==> src/rtl/clk_divider_nch.sv <==
`default_nettype none
// ============================================================================
//  Module   : clk_divider_nch
//  Purpose  : CHANNELS independent integer clock dividers with shadowed
//             divisor/mode, pulse or square output and per-channel reload.
//  Revision : 1.0
// ============================================================================
module clk_divider_nch #(
   parameter int SIZE     = 16,
   parameter int CHANNELS = 4
) (
   input  logic                     clk_in,
   input  logic                     rst_n_in,
   input  logic [CHANNELS-1:0]      en_in,
   input  logic [CHANNELS-1:0]      mode_in,
   input  logic [CHANNELS*SIZE-1:0] max_in,
   input  logic [CHANNELS-1:0]      load_in,
   output logic [CHANNELS-1:0]      clk_out,
   output logic [CHANNELS-1:0]      wrap_out
);

   for (genvar g = 0; g < CHANNELS; g++) begin : g_ch
      logic [SIZE-1:0] count_q, count_d;
      logic [SIZE-1:0] act_max_q, act_max_d;
      logic            act_mode_q, act_mode_d;
      logic            clk_q, clk_d;
      logic            wrap_q, wrap_d;
      logic [SIZE-1:0] term_w;
      logic            at_term_w;
      logic            idle_w;

      assign term_w    = act_max_q - 1'b1;
      assign at_term_w = (count_q == term_w);
      assign idle_w    = !en_in[g] || load_in[g] || (act_max_q == '0);

      always_comb begin
         count_d    = count_q + 1'b1;
         act_max_d  = act_max_q;
         act_mode_d = act_mode_q;
         clk_d      = 1'b0;
         wrap_d     = 1'b0;
         // Shadows only follow the inputs at a period boundary, so mid-period
         // edits to max_in/mode_in cannot produce a runt period.
         if (idle_w || at_term_w) begin
            count_d    = '0;
            act_max_d  = max_in[g*SIZE +: SIZE];
            act_mode_d = mode_in[g];
         end
         if (!idle_w) begin
            wrap_d = at_term_w;
            clk_d  = act_mode_q ? (count_q >= (act_max_q >> 1)) : at_term_w;
         end
      end

      always_ff @(posedge clk_in or negedge rst_n_in) begin
         if (!rst_n_in) begin
            count_q    <= '0;
            act_max_q  <= '0;
            act_mode_q <= 1'b0;
            clk_q      <= 1'b0;
            wrap_q     <= 1'b0;
         end else begin
            count_q    <= count_d;
            act_max_q  <= act_max_d;
            act_mode_q <= act_mode_d;
            clk_q      <= clk_d;
            wrap_q     <= wrap_d;
         end
      end

      assign clk_out[g]  = clk_q;
      assign wrap_out[g] = wrap_q;
   end

endmodule
`default_nettype wire

==> config.mk <==
export PLATFORM = sky130hd
export DESIGN_NAME = clk_divider_nch
export DESIGN_NICKNAME = d
export VERILOG_FILES = /design/src/rtl/clk_divider_nch.sv
export SDC_FILE = /design/constraint.sdc
export NUM_CORES = 1
export LEC_CHECK = 0
export CORE_UTILIZATION = 55
export DETAILED_ROUTE_END_ITERATION = 7
export PLACE_DENSITY = 0.76
export RECOVER_POWER = 100
export SLEW_MARGIN = 20
export SYNTH_ARGS = -nofsm -noshare
export SYNTH_HDL_FRONTEND = slang
export SYNTH_SLANG_ARGS = --single-unit
==> constraint.sdc <==
create_clock -name clk_in -period 4.1 [get_ports clk_in]
set_input_delay 0.615 -clock clk_in [delete_from_list [all_inputs] [get_ports clk_in]]
set_output_delay 0.615 -clock clk_in [all_outputs]
set_load 0.03 [all_outputs]
* Word-level counts from Yosys, hierarchy flattened
Index checks and enable logic that the tools add are counted.
Word-level totals: input port bits 78, register bits after elaboration 140, logic and storage cells 72
Cells by class: $lt $le $gt $ge 4, multiplexer cells 16, reductions and logical operators 20, add/subtract/negate cells 8, eq/ne operators 4
Operators with widths (count):
- adder 16 x 1 -> 16 bit (second input constant) | 4
- equality test 16 bit | 4
- >= comparator 16 x 15 -> 1 bit | 4
- zero test 16 bit | 4
- 2-to-1 mux 16 bit | 4
- subtractor 16 x 1 -> 16 bit (second input constant) | 4
- logical OR 1 bit | 12
- 2-to-1 mux 1 bit | 12
- zero test 1 bit | 4

* Depth between registers and ports, before layout
Gate-level depths: netlist (run 1).
depth after elaboration 5, gate-level depth with buffers 12, depth with buffers taken out 9

* Worst setup path before layout (run 1)
No wires, ideal clock.
path kind register to register, from register g_ch[2].act_max_q[0], to register g_ch[2].act_max_q[10], slack 0.857 ns, required time 3.975 ns, buffers on the path 1, data arrival time 3.118 ns, period minus slack after synthesis 3.243 ns, cell stages (with the launch flop) 11, cell sequence dfrtp_1 inv_1 ha_1 nor3b_1 nand2_1 xnor2_1 or4_1 or4_1 o21ai_2 buf_4 mux2_2
Between the ends: cells in the longest elaborated chain, start to end 3
RTL lines:
- from (decl) | line 24 | logic [SIZE-1:0] act_max_q, act_max_d;
- from (signal assigned) | line 64 | act_max_q <= act_max_d;
- subtractor 16 x 1 -> 16 bit / zero test 16 bit (equally long branches) | line 32, 34
- equality test 16 bit / logical OR 1 bit (equally long branches) | line 33, 34
- logical OR 1 bit (*) | line 44 | if (idle_w || at_term_w) begin
Mark *: on every way between the ends. The rest lies on a longest branch, timed or not. A chain may end at the register's enable or synchronous reset.

* Worst setup path after layout (run 1)
from register g_ch[2].act_max_q[5], to register g_ch[2].act_max_q[10]
The elaborated chain is that of the path after synthesis.

==> run metrics, run 1 <==
status complete, but fails checks; failing checks max-capacitance violations, max-slew violations; first-pass GRT wire length 39330 µm; Worst Path Required 4410 ps; Seq/Total Area, Yosys 35.10%; HP Class flop to flop; die width 136.7 µm; DP Cell Count 1376; Pre-antenna DRT Iters 5; nets 1320; Clock Path Buffers 2; Slowest-stage cell, CP nor4_1; # H-tree levels 4; Final Power 3.863 mW; die area 18690 µm²; pin count of the biggest net entering global routing 73; PortBufs 85; Crit path max-delay family simple AND/OR/NAND/NOR gates; # setup viols final 0; share of synthesized registers carrying an async set or reset 100.0%; Avg Synthesized Cell Area 9.065 µm²; GP Congestion 0.9132; Synth Instances 1101; mux contribution to synthesized area 4.037%; share of the synthesized area in the top cell type 35.10%; CP startpoint kind flop; fmax 288.0 MHz; Global Route Usage Sum 26.69%; Slew @ Worst Pin 3043 ps; total clock buffers created by CTS 17; sequence of cells on the critical path nor4_1 -> nand2_1 -> xnor2_1 -> or4_1 -> or4_1 -> o21ai_0 -> buf_4 -> mux2_2; syn_nets 1251; max-slew violation count 69; via count 8303; drt initial violations 683; Buf+Inv Stages, Crit Path 1; RSZ-0062 raised after global routing no; Final Worst Setup Slack 627.9 ps; flops & latches, synth 140; Slew headroom -102.8%; Setup WS pre-CTS 692.7 ps; post-cts resize count 0; number of flops mapped to enable cells by yosys 0; Non-Filler Instances 1408; post-route minimum period 3472 ps; CTS root buf clkbuf_16; Critical Path Fanout Max 17; # diodes 0; Starting Density 56.91%; Synth cell types 72; WS Path Type flop to flop; synth-to-layout area growth 16.52%; DRT antenna net count 0; Synth Area in XOR/XNOR 12.02%; final-report hold violation count 0; Top Ports 86; Rows 48; pwr dens 332.1 nW/µm²; share of cells above drive strength 1 7.185%; CP endpoint kind flop; Adder-Cell Fraction of Synth Area 9.126%; most used flip-flop cell after synthesis dfrtp_1; complex-gate fraction of the synthesized area 11.95%; Worst Hold Slack 517.8 ps; cell mode on critical path or4_1; Post-synth top cells 140 x dfrtp_1, 100 x nand2_1, 79 x inv_1; Simple-Gate Fraction of Synth Area 22.13%; Yosys top cell by area dfrtp_1; cell area after layout 11630 µm²; largest family of logic cells by synthesized area simple AND/OR/NAND/NOR gates; Post-DP HPWL 16650 µm; die extent in y 136.7 µm; Clock transition at path regs 60 ps; Final Skew 12.52 ps; initial antenna violation count 0; Synth area leaders dfrtp_1 35%, ha_1 9.0%, xnor2_1 6.2%; CTS tree yes; Placed Area 11010 µm²; WL per Instance 16.34 µm; Max Cap Viol 1; Post-Syn Area 9981 µm²; gr ovfl total 0; WP data arrival 3780 ps; Leak Pwr 5.133 nW; Residual DRC 0; vias in the first global route 8075; Tcrit/Tclk final 84.69%; delay of the slowest critical-path stage 770 ps; Core Util, Final 66.32%; Post-Route WL 23010 µm; Core Area 17540 µm²; post-CTS setup repair buffer count 0; total negative slack 0 ps; CTS Hold Buffers Added 0; Peak VDD IR 0.4338 mV; Clk Latency, worst-skew pair 430 ps; synth warn 0; vias per std cell 5.897; count leader, synth dfrtp_1; TritonCTS Sinks 140
[cells by family after synthesis]
logic type,after synthesis
fa+ha+maj,73
buf+inv,133
mux,36
compound gates,159
simple gates,423
flops,140
xor+xnor,137
[area by class of cell]
type	count	area, µm²
Inverter	79	296.5
Tap cell	225	281.5
Clock buffer	18	429.2
Multi-Input combinational cell	828	5889
Clock inverter	14	241.5
Timing Repair Buffer	104	988.4
Sequential cell	140	3503
Fill cell	1456	5907
[registers in the layout, summed over array words and instances (netlist names)]
signal and count:
g_ch.wrap_q 4, g_ch.count_q 64, g_ch.act_mode_q 4, g_ch.clk_q 4
g_ch.act_max_q 64
[final timing paths]
kind | cells past startpoint | from | end | slack (ps)
setup / recovery | 8 | g_ch[2].act_max_q[5] | g_ch[2].act_max_q[10] | 630
hold / removal | 1 | g_ch[0].act_max_q[11] | g_ch[0].act_max_q[11] | 520
setup reg to reg | 8 | g_ch[2].act_max_q[5] | g_ch[2].act_max_q[10] | 630
hold reg to reg | 1 | g_ch[0].act_max_q[11] | g_ch[0].act_max_q[11] | 520
max in group asynchronous | 1 | rst_n_in | g_ch[0].act_max_q[1] | 1050
min in group asynchronous | 1 | rst_n_in | g_ch[2].clk_q | 1290
[cell usage in the layout, fill, tap and decap left out, types with 4 or more instances in the layout]
| cell | netlist | routed |
|---|---|---|
| o21ai_0 | 22 | 24 |
| nor3b_1 | 7 | 7 |
| dfrtp_1 | 140 | 140 |
| a21oi_1 | 25 | 25 |
| or3_1 | 6 | 6 |
| inv_1 | 79 | 79 |
| clkbuf_1 | 32 | 5 |
| bufinv_16 | 0 | 6 |
| a21o_1 | 23 | 23 |
| and4_1 | 4 | 4 |
| mux2_2 | 25 | 25 |
| ha_1 | 72 | 72 |
| nand3b_1 | 9 | 9 |
| nor4_1 | 15 | 17 |
| mux2_1 | 9 | 9 |
| nand4b_1 | 6 | 6 |
| o221ai_1 | 15 | 15 |
| a31oi_1 | 9 | 9 |
| or4_1 | 8 | 8 |
| xor2_1 | 66 | 66 |
| o311ai_0 | 4 | 16 |
| nand4_1 | 31 | 31 |
| xnor2_1 | 71 | 71 |
| nor3_1 | 54 | 54 |
| clkdlybuf4s50_1 | 0 | 76 |
| o211ai_1 | 7 | 7 |
| nand2b_1 | 12 | 12 |
| dlygate4sd3_1 | 0 | 8 |
| buf_4 | 12 | 13 |
| and3_1 | 19 | 19 |
| nor2_1 | 73 | 73 |
| nand2_1 | 100 | 100 |
| o2111ai_1 | 6 | 6 |
| nand3_1 | 53 | 53 |
| clkbuf_16 | 0 | 17 |
[layer usage]
metal | GRT usage, % | routed length (µm)
met4 | 10.00 | 410
met2 | 42.81 | 10840
met3 | 3.778 | 940
met1 | 36.44 | 10820
met5 | 0 | 0
[report_power, final]
group | leakage [nW] | total [mW] | switching (mW) | internal [mW]
Combinational | 3.01 | 0.544 | 0.278 | 0.266
Clock | 0.325 | 1.78 | 0.630 | 1.15
Sequential | 1.80 | 1.54 | 0.101 | 1.44
Total | 5.13 | 3.86 | 1.01 | 2.85
No activity file was read; power rests on OpenSTA's default activity.
==> inputs of run 2 (changes only) <==
--- a/config.mk
+++ b/config.mk
@@ -5,9 +5,9 @@
 export SDC_FILE = /design/constraint.sdc
 export NUM_CORES = 1
 export LEC_CHECK = 0
-export CORE_UTILIZATION = 55
+export CORE_UTILIZATION = 54
 export DETAILED_ROUTE_END_ITERATION = 7
-export PLACE_DENSITY = 0.76
+export PLACE_DENSITY = 0.78
 export RECOVER_POWER = 100
 export SLEW_MARGIN = 20
 export SYNTH_ARGS = -nofsm -noshare
==> constraint.sdc (replaced) <==
create_clock -name clk_in -period 2.8 [get_ports clk_in]
set_input_delay 0.42 -clock clk_in [delete_from_list [all_inputs] [get_ports clk_in]]
set_output_delay 0.42 -clock clk_in [all_outputs]
set_load 0.03 [all_outputs]
==> run metrics, run 2 (synthesis results as in run 1) <==
status complete, but fails checks; failing checks max-capacitance violations, max-slew violations, negative setup slack; HP Class input pin to asynchronous set/reset pin; Clock transition at path regs 60 ps (about the same); Top Ports 86 (unchanged); post-route minimum period 2882 ps (-589.7 ps); pwr dens 449.5 nW/µm² (+35%); WS Path Type flop to flop; Post-Route WL 24520 µm (+6.5%); Final Worst Setup Slack -82.35 ps (-710.3 ps); sequence of cells on the critical path xor2_2 -> xnor2_1 -> a21oi_1 -> or4_1 -> or4_4 -> o21ai_4 -> buf_12 -> mux2_2; Slowest-stage cell, CP dfrtp_1; via count 8712 (+4.9%); synth-to-layout area growth 23.24%; # setup viols final 30 (+30); Worst Path Required 3100 ps (-1310 ps); final-report hold violation count 0 (unchanged); WP data arrival 3180 ps (-600 ps); # diodes 0 (unchanged); Critical Path Fanout Max 12 (-5); share of cells above drive strength 1 13.50% (+6.3 points); Leak Pwr 5.513 nW (+7.4%); CTS tree yes; max-slew violation count 73 (+5.8%); nets 1375 (+4.2%); CTS Hold Buffers Added 0 (unchanged); RSZ-0062 raised after global routing yes; Clk Latency, worst-skew pair 420 ps (about the same); total clock buffers created by CTS 17 (unchanged); Peak VDD IR 0.3968 mV (-8.5%); Slew headroom -23.19% (+80 points); GP Congestion 0.9257 (+1.4%); Max Cap Viol 1 (unchanged); Placed Area 11480 µm² (+4.3%); commonest non-fill, non-tap cell in the layout dfrtp_1; CP startpoint kind flop; PortBufs 85 (unchanged); R2R setup slack -80 ps (-710 ps); TritonCTS Sinks 140 (unchanged); delay of the slowest critical-path stage 560 ps (-210 ps); Clock Path Buffers 2 (unchanged); Post-DP HPWL 17140 µm (+2.9%); CP endpoint kind flop; # H-tree levels 4 (unchanged); initial antenna violation count 0 (unchanged); Global Route Usage Sum 26.05% (-0.63 points); first-pass GRT wire length 39240 µm (-0.23%); die area 19030 µm² (+1.8%); Final Skew 12.97 ps (+0.4465 ps); Starting Density 55.37% (-1.5 points); drt initial violations 560 (-18%); Residual DRC 0 (unchanged); gr ovfl total 0 (unchanged); Worst Hold Slack 510.4 ps (-7.388 ps); vias in the first global route 8107 (+0.40%); DRT antenna net count 0 (unchanged); DP Cell Count 1428 (+3.8%); CTS root buf clkbuf_16; vias per std cell 5.943 (+0.77%); WL per Instance 16.72 µm (+2.3%); Tcrit/Tclk final 102.9% (+18 points); Slew @ Worst Pin 1848 ps (-1195 ps); fmax 346.9 MHz (+20%); Setup WS pre-CTS -100.5 ps (-793.2 ps); Core Area 18020 µm² (+2.8%); cell area after layout 12300 µm² (+5.8%); Pre-antenna DRT Iters 5 (unchanged); die extent in y 138.0 µm (+0.91%); Non-Filler Instances 1466 (+4.1%); top flop regs g_ch.act_max_q x64, g_ch.count_q x64; commonest cells after routing, fill and taps aside 140 x dfrtp_1, 99 x nand2_1, 77 x inv_1; die width 138.0 µm (+0.91%); pin count of the biggest net entering global routing 73 (unchanged); Rows 49 (+2.1%)
==> run 2: cell types whose count changed in the layout (fill, tap and decap cells not counted), moves of 4 or more <==
| cell | previous run | this run |
|---|---|---|
| clkbuf_8 | 0 | 4 |
| mux2_2 | 25 | 17 |
| nor3_1 | 54 | 50 |
| nor4_4 | 0 | 4 |
| buf_12 | 1 | 5 |
| o311ai_0 | 16 | 4 |
| mux2_4 | 0 | 8 |
| buf_6 | 0 | 5 |
| nor4_1 | 17 | 10 |
| buf_4 | 13 | 58 |
| o311ai_1 | 0 | 12 |
==> run 2: worst paths after layout <==
| kind | start | endpoint | cells after the start |
|---|---|---|---|
| setup / recovery | g_ch[2].act_max_q[3] | g_ch[2].act_max_q[9] | 8 |
| max in group asynchronous | rst_n_in | g_ch[3].count_q[7] | 2 |
| min in group clk_in | g_ch[0].act_max_q[11] | g_ch[0].act_max_q[11] | 1 |
| hold reg to reg | g_ch[0].act_max_q[11] | g_ch[0].act_max_q[11] | 1 |
| setup reg to reg | g_ch[2].act_max_q[3] | g_ch[2].act_max_q[9] | 8 |
| hold / removal | rst_n_in | g_ch[0].act_max_q[14] | 1 |
==> run 2: layout make-up <==
type                            count  area (µm²)
Multi-Input combinational cell    828        6122
Fill cell                        1416        5724
Sequential cell                   140        3503
Timing Repair Buffer              159        1488
Clock buffer                       25       495.5
Inverter                           79       296.5
Tap cell                          229       286.5
Clock inverter                      6       108.9
==> run 2: worst max-delay path: cells and delay by family (launching register included) <==
| family | cells | cell delay [ps] |
|---|---|---|
| buffers and inverters | 1 | 170 |
| muxes | 1 | 330 |
| xor gates and xnor gates | 2 | 460 |
| AOI/OAI and AO/OA | 2 | 270 |
| and+or+nand+nor | 2 | 970 |
| DFF | 1 | 560 |
==> run 2: metrics by stage <==
step                      util (%)  total power [mW]  TNS, ps
after CTS                    67.22             5.518        0
after floorplan                  -             2.787   -999.0
after global routing         68.24             5.761    -3686
final                        68.24             5.529    -1424
after global placement       63.70             3.147   -437.3
after detailed placement     63.70             3.173   -955.1
==> run 2: what timing repair did <==
item	CTS	global route
endpoints found under the setup margin	17	87
cloned	0	1
pin swaps	1	2
resized for setup	5	31
hold endpoints to repair	0	0
setup buffers	2	4
==> run 2: layer usage <==
metal  share of wire (%)  up-vias  global-route usage, %
li1                    -     4181                      -
met1                  46     4264                  35.40
met2                  49      237                  42.42
met3                 4.0       30                  4.459
met4                 1.5        0                  7.609
met5                   0        -                      0
==> run 2: where the power goes <==
group	internal (mW)	switching, mW
sequential	2.11	0.117
combinational	0.474	0.493
clock	1.49	0.839
==> inputs of run 3 (changes only) <==
--- a/config.mk
+++ b/config.mk
@@ -5,6 +5,7 @@
 export SDC_FILE = /design/constraint.sdc
 export NUM_CORES = 1
 export LEC_CHECK = 0
+export CORE_ASPECT_RATIO = 0.75
 export CORE_UTILIZATION = 54
 export DETAILED_ROUTE_END_ITERATION = 7
 export PLACE_DENSITY = 0.78
==> run metrics, run 3 (synthesis results as in run 1) <==
R2R setup slack -90 ps (about the same); Final Worst Setup Slack -86.96 ps (-4.601 ps); Post-Route WL 25310 µm (+3.2%); crit path from g_ch[2].act_max_q[0]; sequence of cells on the critical path inv_2 -> ha_4 -> nor3b_4 -> nand2_2 -> xnor2_2 -> or4_4 -> or4_4 -> o21ai_4 -> buf_6 -> buf_4 -> mux2_4; die area 19040 µm² (about the same); Residual DRC 0 (unchanged); DP Cell Count 1439 (+0.77%); Starting Density 55.86% (+0.49 points); top flop regs g_ch.act_max_q x64, g_ch.count_q x64; Clock transition at path regs 60 ps (about the same); first-pass GRT wire length 42440 µm (+8.1%); WP data arrival 3200 ps (+20 ps); hold endpoint g_ch[3].count_q[0]; Peak VDD IR 0.3752 mV (-5.4%); gr busiest metal met2; total clock buffers created by CTS 17 (unchanged); WS Path Type flop to flop; combinational group share of total power 18.4% (+0.9 points); Register-to-Register Path Depth 11 (+3); RSZ-0062 raised after global routing yes; hold_sp g_ch[3].count_q[0]; cell mode on critical path or4_4; Top Ports 86 (unchanged); PortBufs 85 (unchanged); met2 usage 42.82% (+0.40 points); die extent in y 119.7 µm (-13%); drt initial violations 730 (+30%); # setup viols final 15 (-50%); switching pwr 1.551 mW (+7.0%); commonest non-fill, non-tap cell in the layout dfrtp_1; TritonCTS Sinks 140 (unchanged); CP endpoint kind flop; final-report hold violation count 0 (unchanged); pwr dens 436.8 nW/µm² (-2.8%); Placed Area 11470 µm² (about the same); vias in the first global route 8600 (+6.1%); # H-tree levels 4 (unchanged); post-route minimum period 2887 ps (+4.601 ps); CP startpoint kind flop; CTS tree yes; Post-DP HPWL 17640 µm (+2.9%); status complete, but fails checks; HP Class flop to flop; DRT antenna net count 0 (unchanged); Critical Path Fanout Max 3 (-9); Slowest-stage cell, CP or4_4; pin count of the biggest net entering global routing 75 (+2.7%); delay of the slowest critical-path stage 440 ps (-120 ps); failing checks max-capacitance violations, max-slew violations, negative setup slack; Worst Path Required 3110 ps (about the same); reg2reg start g_ch[2].act_max_q[0]; Final Skew 10.62 ps (-2.347 ps); Core Area 17870 µm² (-0.87%); sequential power share 41.4% (+1.0 points); WL per Instance 17.10 µm (+2.3%); cell area after layout 12380 µm² (+0.61%); Tcrit/Tclk final 103.1% (+0.16 points); initial antenna violation count 0 (unchanged); Rows 42 (-14%); nets 1375 (unchanged); P_int 3.854 mW (-5.5%); GRT met3 Usage 4.805% (+0.35 points); Crit path max-delay family simple AND/OR/NAND/NOR gates; Leak Pwr 5.540 nW (+0.51%); Clock Path Buffers 2 (unchanged); commonest cells after routing, fill and taps aside 138 x dfrtp_1, 99 x nand2_1, 76 x inv_1, 76 x clkdlybuf4s50_1, 72 x nor2_1; synth-to-layout area growth 23.99%; GP Congestion 0.9258 (about the same); hold-critical path depth 1; max-slew violation count 33 (-55%); CTS root buf clkbuf_16; via count 8771 (+0.68%); reg2reg end g_ch[2].act_max_q[1]; switching part of the total 28.70% (+2.5 points); Slew @ Worst Pin 1909 ps (+61.40 ps); vias per std cell 5.926 (-0.28%); Slew headroom -27.29% (-4.1 points); Non-Filler Instances 1480 (+0.95%); share of cells above drive strength 1 14.78% (+1.3 points); met1 Use GR 39.18% (+3.8 points); Max Cap Viol 1 (unchanged); gr ovfl total 0 (unchanged); die width 159.0 µm (+15%); # diodes 0 (unchanged); Pre-antenna DRT Iters 5 (unchanged); Global Route Usage Sum 27.47% (+1.4 points); Clk Latency, worst-skew pair 430 ps (about the same); clock share of power 40.2% (-2.0 points); Buf+Inv Stages, Crit Path 3 (+2); fmax 346.4 MHz (-0.16%)
run 3: cell count changes in the layout (fill, tap and decap cells not counted), sizes merged, moves of 2 or more:
cell and change:
buf +4, bufinv -2, clkbuf -11, clkinv +7
run 3: worst max-delay path by stage:
stage,to,cells after the start
after global placement,g_ch[2].act_max_q[0],10
final,g_ch[2].act_max_q[1],11
after global routing,g_ch[2].act_max_q[1],11
after CTS,g_ch[2].act_max_q[13],11
after floorplan,g_ch[2].act_max_q[10],8
after detailed placement,g_ch[2].act_max_q[5],10
run 3: cell type report:
| type | count | area (µm²) |
|---|---|---|
| flip-flops and latches | 140 | 3506 |
| well taps | 242 | 302.8 |
| clock buffers | 19 | 442.9 |
| repair buffers | 159 | 1520 |
| multi-input cells | 828 | 6188 |
| fillers | 1364 | 5492 |
| clock inverters | 13 | 118.9 |
| inverters | 79 | 296.5 |
run 3: timing repair:
item | 4_1_cts | 5_1_grt
hold endpoints to repair | 31 | 0
resized for setup | 11 | 52
pin swaps | 5 | 4
endpoints found under the setup margin | 22 | 125
setup buffers | 5 | 2
gates cloned | 1 | 1
hold buffers | 1 | 0
run 3: layer usage:
layer,part of all wire [%],wire length (µm)
met1,48,12110
met4,1.4,359
met2,45,11340
met3,5.9,1502
met5,0,0
run 3: power groups by stage:
stage	logic [mW]	registers, mW	clock network, mW
finish	0.994	2.24	2.17
detailed placement	0.907	2.27	0
global route	1.10	2.25	2.31
floorplan	0.548	2.24	0
global placement	0.880	2.26	0
CTS	0.937	2.23	2.21
run 3: per-stage QoR:
stage / total power, mW / utilization (%) / hold slack [ps] / setup TNS, ps / setup slack [ps]
after global placement: 3.143 / 64.20 / 330.4 / -595.7 / -41.17
after global routing: 5.656 / 69.26 / 583.1 / -3721 / -159.2
after detailed placement: 3.173 / 64.20 / 328.5 / -1746 / -114.3
after floorplan: 2.787 / - / 124.4 / -999.0 / -75.96
final: 5.405 / 69.26 / 559.7 / -621.0 / -86.96
after CTS: 5.376 / 68.02 / 445.8 / -22.89 / -4.300
